**src/rtl/prog_pkg.sv**
```systemverilog
// Shared definitions for the loadable program memory.
//   prog_state_t : controller states (CLEAR wipes storage, RUN serves fetches,
//                  LOAD accepts a byte-serial program image)
//   NOP          : fill bit for cleared words; replicated to the instruction width
//   PSIZE_DEF / ISIZE_DEF : default address and instruction widths
package prog_pkg;

  typedef enum logic [1:0] {
    CLEAR = 2'd0,
    RUN   = 2'd1,
    LOAD  = 2'd2
  } prog_state_t;

  // A NOP is the all-zeros word.
  localparam logic NOP = 1'b0;

  localparam int PSIZE_DEF = 8;
  localparam int ISIZE_DEF = 8;

endpackage

```
**src/rtl/prog_store.sv**
```systemverilog
// Program storage: 2^Psize x Isize array, one synchronous write port and one
// registered read port. The read register holds its value when re_i is low
// and is the only storage element with a reset.
//   clk_i, rst_i            : clock, synchronous active-high reset (read register)
//   we_i, waddr_i, wdata_i  : write port
//   re_i, raddr_i, rdata_o  : registered read port
module prog_store
  import prog_pkg::*;
#(
  parameter int Psize = PSIZE_DEF,
  parameter int Isize = ISIZE_DEF
) (
  input  logic             clk_i,
  input  logic             rst_i,
  input  logic             we_i,
  input  logic [Psize-1:0] waddr_i,
  input  logic [Isize-1:0] wdata_i,
  input  logic             re_i,
  input  logic [Psize-1:0] raddr_i,
  output logic [Isize-1:0] rdata_o
);

  localparam int DEPTH = 1 << Psize;

  logic [Isize-1:0] mem [DEPTH];
  logic [Isize-1:0] rdata_q;

  // Contents are wiped by the controller's CLEAR sweep, not by reset.
  always_ff @(posedge clk_i) begin
    if (we_i) mem[waddr_i] <= wdata_i;
  end

  always_ff @(posedge clk_i) begin
    if (rst_i)     rdata_q <= '0;
    else if (re_i) rdata_q <= mem[raddr_i];
  end

  assign rdata_o = rdata_q;

endmodule

```
**src/rtl/prog_ram.sv**
```systemverilog
// Loadable program memory for the single-stage processor.
// After reset every word is swept to NOP (CLEAR). In RUN, the processor fetches
// through a registered read port. A load streams ld_len words into addresses
// 0.. through a valid/ready port. The processor is held off while clearing or loading.
//   Clock, Reset               : clock, synchronous active-high reset
//   address, fetch_en          : fetch request (RUN only)
//   I, I_valid                 : registered instruction, valid one cycle after fetch
//   cpu_hold                   : high in CLEAR and LOAD
//   ld_start, ld_len           : start a load of ld_len words (RUN only)
//   ld_data, ld_valid, ld_ready: load word handshake (ready exactly in LOAD)
//   ld_done                    : one-cycle pulse in the first RUN cycle after a load
module prog_ram
  import prog_pkg::*;
#(
  parameter int Psize = PSIZE_DEF,
  parameter int Isize = ISIZE_DEF
) (
  input  logic             Clock,
  input  logic             Reset,
  input  logic [Psize-1:0] address,
  input  logic             fetch_en,
  output logic [Isize-1:0] I,
  output logic             I_valid,
  output logic             cpu_hold,
  input  logic             ld_start,
  input  logic [Psize:0]   ld_len,
  input  logic [Isize-1:0] ld_data,
  input  logic             ld_valid,
  output logic             ld_ready,
  output logic             ld_done
);

  localparam logic [Psize:0]   DEPTH    = {1'b1, {Psize{1'b0}}};
  localparam logic [Psize:0]   REM_ONE  = (Psize+1)'(1);
  localparam logic [Psize-1:0] PTR_ONE  = Psize'(1);
  localparam logic [Psize-1:0] PTR_LAST = '1;

  prog_state_t      state_q;
  logic [Psize-1:0] clr_ptr_q;
  logic [Psize-1:0] wptr_q;
  logic [Psize:0]   rem_q;
  logic [Psize:0]   rem_d;
  logic             i_valid_q;
  logic             ld_done_q;

  logic             we;
  logic [Psize-1:0] waddr;
  logic [Isize-1:0] wdata;
  logic             re;
  logic             accept;

  // A load longer than the memory is clipped to one full pass.
  assign rem_d  = (ld_len > DEPTH) ? DEPTH : ld_len;
  assign accept = (state_q == LOAD) && ld_valid;

  always_ff @(posedge Clock) begin
    if (Reset) begin
      state_q   <= CLEAR;
      clr_ptr_q <= '0;
      wptr_q    <= '0;
      rem_q     <= '0;
      i_valid_q <= 1'b0;
      ld_done_q <= 1'b0;
    end else begin
      ld_done_q <= 1'b0;
      i_valid_q <= 1'b0;
      case (state_q)
        CLEAR: begin
          clr_ptr_q <= clr_ptr_q + PTR_ONE;
          if (clr_ptr_q == PTR_LAST) state_q <= RUN;
        end
        RUN: begin
          i_valid_q <= fetch_en;
          if (ld_start) begin
            if (ld_len == '0) begin
              ld_done_q <= 1'b1;
            end else begin
              rem_q   <= rem_d;
              wptr_q  <= '0;
              state_q <= LOAD;
            end
          end
        end
        LOAD: begin
          if (accept) begin
            wptr_q <= wptr_q + PTR_ONE;
            rem_q  <= rem_q - REM_ONE;
            // Last word: done pulse lines up with the first RUN cycle.
            if (rem_q == REM_ONE) begin
              state_q   <= RUN;
              ld_done_q <= 1'b1;
            end
          end
        end
        default: state_q <= CLEAR;
      endcase
    end
  end

  // Reads happen only in RUN and writes only in CLEAR/LOAD, so the ports never collide.
  always_comb begin
    we    = 1'b0;
    waddr = clr_ptr_q;
    wdata = {Isize{NOP}};
    if (state_q == CLEAR) begin
      we = 1'b1;
    end else if (accept) begin
      we    = 1'b1;
      waddr = wptr_q;
      wdata = ld_data;
    end
  end

  assign re = (state_q == RUN) && fetch_en;

  prog_store #(
    .Psize(Psize),
    .Isize(Isize)
  ) u_store (
    .clk_i  (Clock),
    .rst_i  (Reset),
    .we_i   (we),
    .waddr_i(waddr),
    .wdata_i(wdata),
    .re_i   (re),
    .raddr_i(address),
    .rdata_o(I)
  );

  assign I_valid  = i_valid_q;
  assign ld_done  = ld_done_q;
  assign cpu_hold = (state_q != RUN);
  assign ld_ready = (state_q == LOAD);

endmodule
```
**config.mk**
```make
export PLATFORM = sky130hd
export DESIGN_NAME = prog_ram
export DESIGN_NICKNAME = d
export VERILOG_FILES = /design/src/rtl/prog_pkg.sv /design/src/rtl/prog_store.sv /design/src/rtl/prog_ram.sv
export SDC_FILE = /design/constraint.sdc
export NUM_CORES = 2
export LEC_CHECK = 0
export ABC_AREA = 1
export CAP_MARGIN = 10
export CORE_MARGIN = 4
export CORE_UTILIZATION = 60
export CTS_CLUSTER_DIAMETER = 50
export DETAILED_ROUTE_END_ITERATION = 10
export PLACE_DENSITY_LB_ADDON = 0.2
export SKIP_CTS_REPAIR_TIMING = 1
export SLEW_MARGIN = 20
export SYNTH_ARGS = -nofsm -noshare
export SYNTH_HDL_FRONTEND = slang
export SYNTH_SLANG_ARGS = --single-unit
```
**constraint.sdc**
```tcl
create_clock -name Clock -period 33.8 [get_ports Clock]
set_input_delay 10.14 -clock Clock [delete_from_list [all_inputs] [get_ports Clock]]
set_output_delay 10.14 -clock Clock [all_outputs]
set_load 0.02 [all_outputs]
```
Word level (Yosys, flattened, before mapping)
Memories as Yosys holds them, arrays and structs flattened. A register that Yosys moved wholly into a read port is not among the register bits.
Index checks and enable logic that the tools add are counted.
{"block": "totals", "wordCells": 58, "ram_bits": 2048, "output_inout_bits": 12, "input_bits": 30, "ff_bits": 29, "memories": 1}
{"block": "classes", "mux": 28, "add_sub_neg": 3, "n_reduce_logical": 8, "eq_ne": 10, "n_bitwise": 1, "magnitude_cmp": 1}
{"name": "u_store.mem", "words": 256, "word_bits": 8, "rd": 1, "rd_clocked_by_memory_dff": 1, "wr": 1, "line_no": "prog_store.sv:25", "rtl": "logic [Isize-1:0] mem [DEPTH];"}
{"cell": "$mux 8", "n": 7}
{"cell": "$mux 9", "n": 4}
{"cell": "$pmux 9 s2", "n": 1}
{"cell": "$add 8x1->8 const B", "n": 2}
{"cell": "$pmux 8 s2", "n": 1}
{"cell": "$mux 2", "n": 5}
{"cell": "$eq 9x1->1 const B", "n": 1}
{"cell": "$gt 9x9->1 const B", "n": 1}
{"cell": "$logic_not 9->1", "n": 1}
{"cell": "$sub 9x1->9 const B", "n": 1}
{"cell": "$eq 8x8->1 const B", "n": 1}
{"cell": "$mux 1", "n": 8}
{"cell": "$ne 2x1->1 const B", "n": 3}
{"cell": "$ne 2x2->1 const B", "n": 3}
{"cell": "$pmux 2 s3", "n": 1}
{"cell": "$reduce_and 5->1", "n": 1}
{"cell": "$reduce_and 4->1", "n": 1}
{"cell": "$eq 2x1->1 const B", "n": 1}
{"cell": "$eq 2x2->1 const B", "n": 1}
{"cell": "$logic_and 1x1->1", "n": 2}
{"cell": "$logic_not 2->1", "n": 1}
{"cell": "$pmux 1 s2", "n": 1}
{"cell": "$reduce_bool 2->1", "n": 1}
{"cell": "$reduce_or 2->1", "n": 1}
{"cell": "$not 1->1", "n": 1}

Longest topological paths before layout
{"block": "depth", "word_depth": 6, "depth_mapped": 17, "mapped_depth_nobuf": 13}

Cells and area by module
A second synthesis with hierarchy kept.
{"block": "unflattened", "cells_unflattened": 7336, "hier_area_um2": 85380.6}
{"mod": "prog_store", "cells_each": 7038, "seq_area_each_um2": 61659.1, "area_each_um2": 83522.6, "n_inst": 1}
{"mod": "prog_ram", "cells_each": 298, "seq_area_each_um2": 580.6, "area_each_um2": 1858.0, "n_inst": 1}

Least setup slack after synthesis
OpenSTA, ideal clock, no wires.
{"block": "synth_timing", "path_type": "input-to-reg", "startpoint": "input port ld_valid", "endpoint": "memory u_store.mem[0][0] in the netlist's numbering (data pin)", "path_buffers": 0, "setup_time_ps": 1393, "path_slack_ps": 16037, "t_arrival_ps": 16370, "required_ps": 32407, "path_stages": 4, "path_cell_list": "nand2_1 -> clkinv_1 -> nand2_1 -> nor2_1"}
{"block": "synth_between", "elab_chain_cells": 3}
{"item": "start: declaration", "line_no": "prog_ram.sv:28", "rtl": "input logic ld_valid,"}
{"item": "$logic_and 1x1->1", "line_no": "prog_ram.sv:54", "rtl": "assign accept = (state_q == LOAD) && ld_valid;"}
{"item": "$mux 8", "line_no": "prog_ram.sv:107", "rtl": "end else if (accept) begin"}
{"item": "$mux 8", "line_no": "prog_ram.sv:105", "rtl": "if (state_q == CLEAR) begin"}
{"item": "via u_store.wdata_i[0]", "line_no": "prog_store.sv:17", "rtl": "input logic [Isize-1:0] wdata_i,"}
{"item": "end: declaration", "line_no": "prog_store.sv:25"}
The timed path passes the listed nets, and every way through them passes these cells.

==> metrics.yaml <==
final_common_cell: "nand2_1"
status: "complete, no violations"
synth-async-reset-ratio: 0
p_per_area_mw_per_mm2: 58.7
fp.dieW_um: 385
hold_violations: 0
drtAntennaViolNets: 0
numCtsBuffers: 201
rsz0062_at_grt: "false"
crit_path_start: "address[0]"
fin_crit_ns: 14.85
min_from: "wptr_q[7]"
drive_gt1_frac: 0.0560
crit_type: "in2reg"
grt_pass1_wl_um: 336000
worst_pin_slew_ns: 1.27
die-area_sq_mm: 0.148
fin_nets: 7170
yosys_warnings: 0
synth_edf_count: 2048
die_y_um: 385
synth.yosys.seq_area_share: 0.731
cts_tree: "done"
peakVddDrop_mv: 0.0668
clk_path_buf_depth: 3
clock_latency_ns: 0.84
drc: 0
critPathMaxFanout: 224
power_leakage_uw: 0.0335
numPortBuffers: 41
crit_path_frequent_cell: "nand3_1"
finalWorstSetupSlack_ns: 18.95
routed_wirelength_um: 225000
area_growth_pct: 8.91
vias: 56900
ioPinCount: 42
place_congestion: 0.916
synth.ff_latch_count: 2085
finalCritPeriodShare: 0.439
cts_max_level: 4
slowest_stage: "buf_4"
cpPeakStageDelay_ns: 0.85
hold_class: "reg2reg"
antenna_found_initial: 6
drtPass1Iterations: 7
final_cell_mix: "nand2_1, edfxtp_1, nand3_1"
fin_setup_tns_ns: 0
coreArea_sq_mm: 0.141
vias_per_cell: 6.19
cp_data_arrival_time_ns: 15.64
synthDistinctLibCells: 36
path_clk_slew_ns: 0.06
ys.flop_type: "edfxtp_1"
clock_sinks: 2085
setup_viol: 0
synth_nets: 7338
wl_per_cell_um: 24.5
start_util: 0.603
start_kind: "input pin"
drt_iter0_markers: 8487
cp.required_ns: 34.59
relSlewSlack: 0.151
slew_violations: 0
yosys-top-cells-area: "edfxtp_1, nand3_1, nand2_1"
maxCapViolations: 0
syn_inst: 7300
grt_usage: 0.303
fin_hold_ws_ns: 0.470
grt_overflow_total: 0
first_global_vias: 52700
max_freq_mhz: 67.3
crit-reg2reg-launch: "state_q[0]"
synth_top_area_frac: 0.722
syn-cell-area_sq_mm: 0.0852
fin_skew_ns: 0.0297
grt_max_degree: 225
num_rows: 138
syn_area_per_cell_sq_um: 11.7
synth_top_cell_by_area: "edfxtp_1"
dp_hpwl_um: 123000
crit_chain: "buf_8 > inv_16 > buf_4 > buf_12 > buf_6 > nand2_1 > nand3_1 > nand3_1 > nand3_1 > nand3_1 > nand3_1 > nand3_1 > nand2_1 > nand2_1 > nand3_1 > nand2_1 > inv_1"
dp_slack_ns: 18.15
worstSetupEndpointType: "flop"
root_buffer: "clkbuf_16"
worst max-delay path, delay by kind of cell:
| family | cells | cell delay [ns] |
|---|---|---|
| and+or+nand+nor | 11 | 1.61 |
| buffers and inverters | 6 | 3.19 |
routing by layer:
layer / up-vias / global-route usage / wire length [um] / part of all wire
met1: 27500 / 0.439 / 87200 / 0.39
met3: 477 / 0.0668 / 26100 / 0.12
met2: 3394 / 0.460 / 104000 / 0.46
li1: 25500 / - / - / -
met5: - / 0 / 31 / 0.00014
met4: 6 / 0.106 / 8160 / 0.036
stage by stage:
stage	area (sq um)	total power [uW]	util	cells
global placement	86400	3300	0.612	8819
floorplan	85200	3150	-	7300
detailed placement	86400	3300	0.612	8819
finish	92800	5450	0.657	9193
CTS	92800	5450	0.657	9190
global route	92800	5600	0.657	9190
state kept, by name, indices dropped and copies added, names as in the netlist:
register / cells
u_store.mem: 2048
rem_q: 9
clr_ptr_q: 8
u_store.rdata_o: 8
wptr_q: 8
state_q: 2
I_valid: 1
ld_done: 1
logic make-up (layout without fill, tap and decap cells):
group	after synthesis	after routing	share of synthesized area
AO/OA/AOI/OAI	60	60	0.00398
AND/OR/NAND/NOR	4566	4566	0.232
buffers and inverters	577	577	0.0315
other	0	3	0
XOR/XNOR	4	4	0.000411
flip-flops	2085	2085	0.731
adder cells (fa/ha/maj)	8	8	0.00117
worst paths after layout:
path | to | slack (ns) | cells past startpoint
max reg2reg | u_store.mem[85][6] | 28.48 | 9
min reg2reg | wptr_q[7] | 0.47 | 2
max | u_store.rdata_o[4] | 18.95 | 17
min | wptr_q[7] | 0.47 | 2
final cells by class:
class | count | area (sq um)
inverters | 84 | 349
clock buffers | 243 | 5270
diodes | 3 | 7.51
clock inverters | 128 | 1100
repair buffers | 122 | 1120
flip-flops and latches | 2085 | 62200
fillers | 10400 | 48400
well taps | 1890 | 2360
multi-input cells | 4638 | 20300
report_power, final:
part	leakage, uW	internal [uW]	total (uW)	switching [uW]
logic	0.00872	88.8	408	319
registers	0.0217	2840	2850	11.0
clock network	0.00312	1230	2190	953
synth_stat cells, types with 2 or more instances:
library cell	instances
a21oi_1	18
a31oi_1	8
buf_1	51
buf_2	343
buf_4	10
buf_6	7
clkbuf_1	82
clkinv_1	2
dfxtp_1	37
edfxtp_1	2048
ha_1	8
inv_1	79
inv_2	2
nand2_1	2167
nand2_2	3
nand3_1	2039
nand4_1	2
nor2_1	326
nor2_2	8
nor2_4	4
nor3_1	7
nor3b_1	4
nor4_1	2
o21a_1	2
o21ai_0	24
o21ai_2	4
o31ai_1	2
xnor2_1	2
xor2_1	2
(Power assumes the default switching activity.)
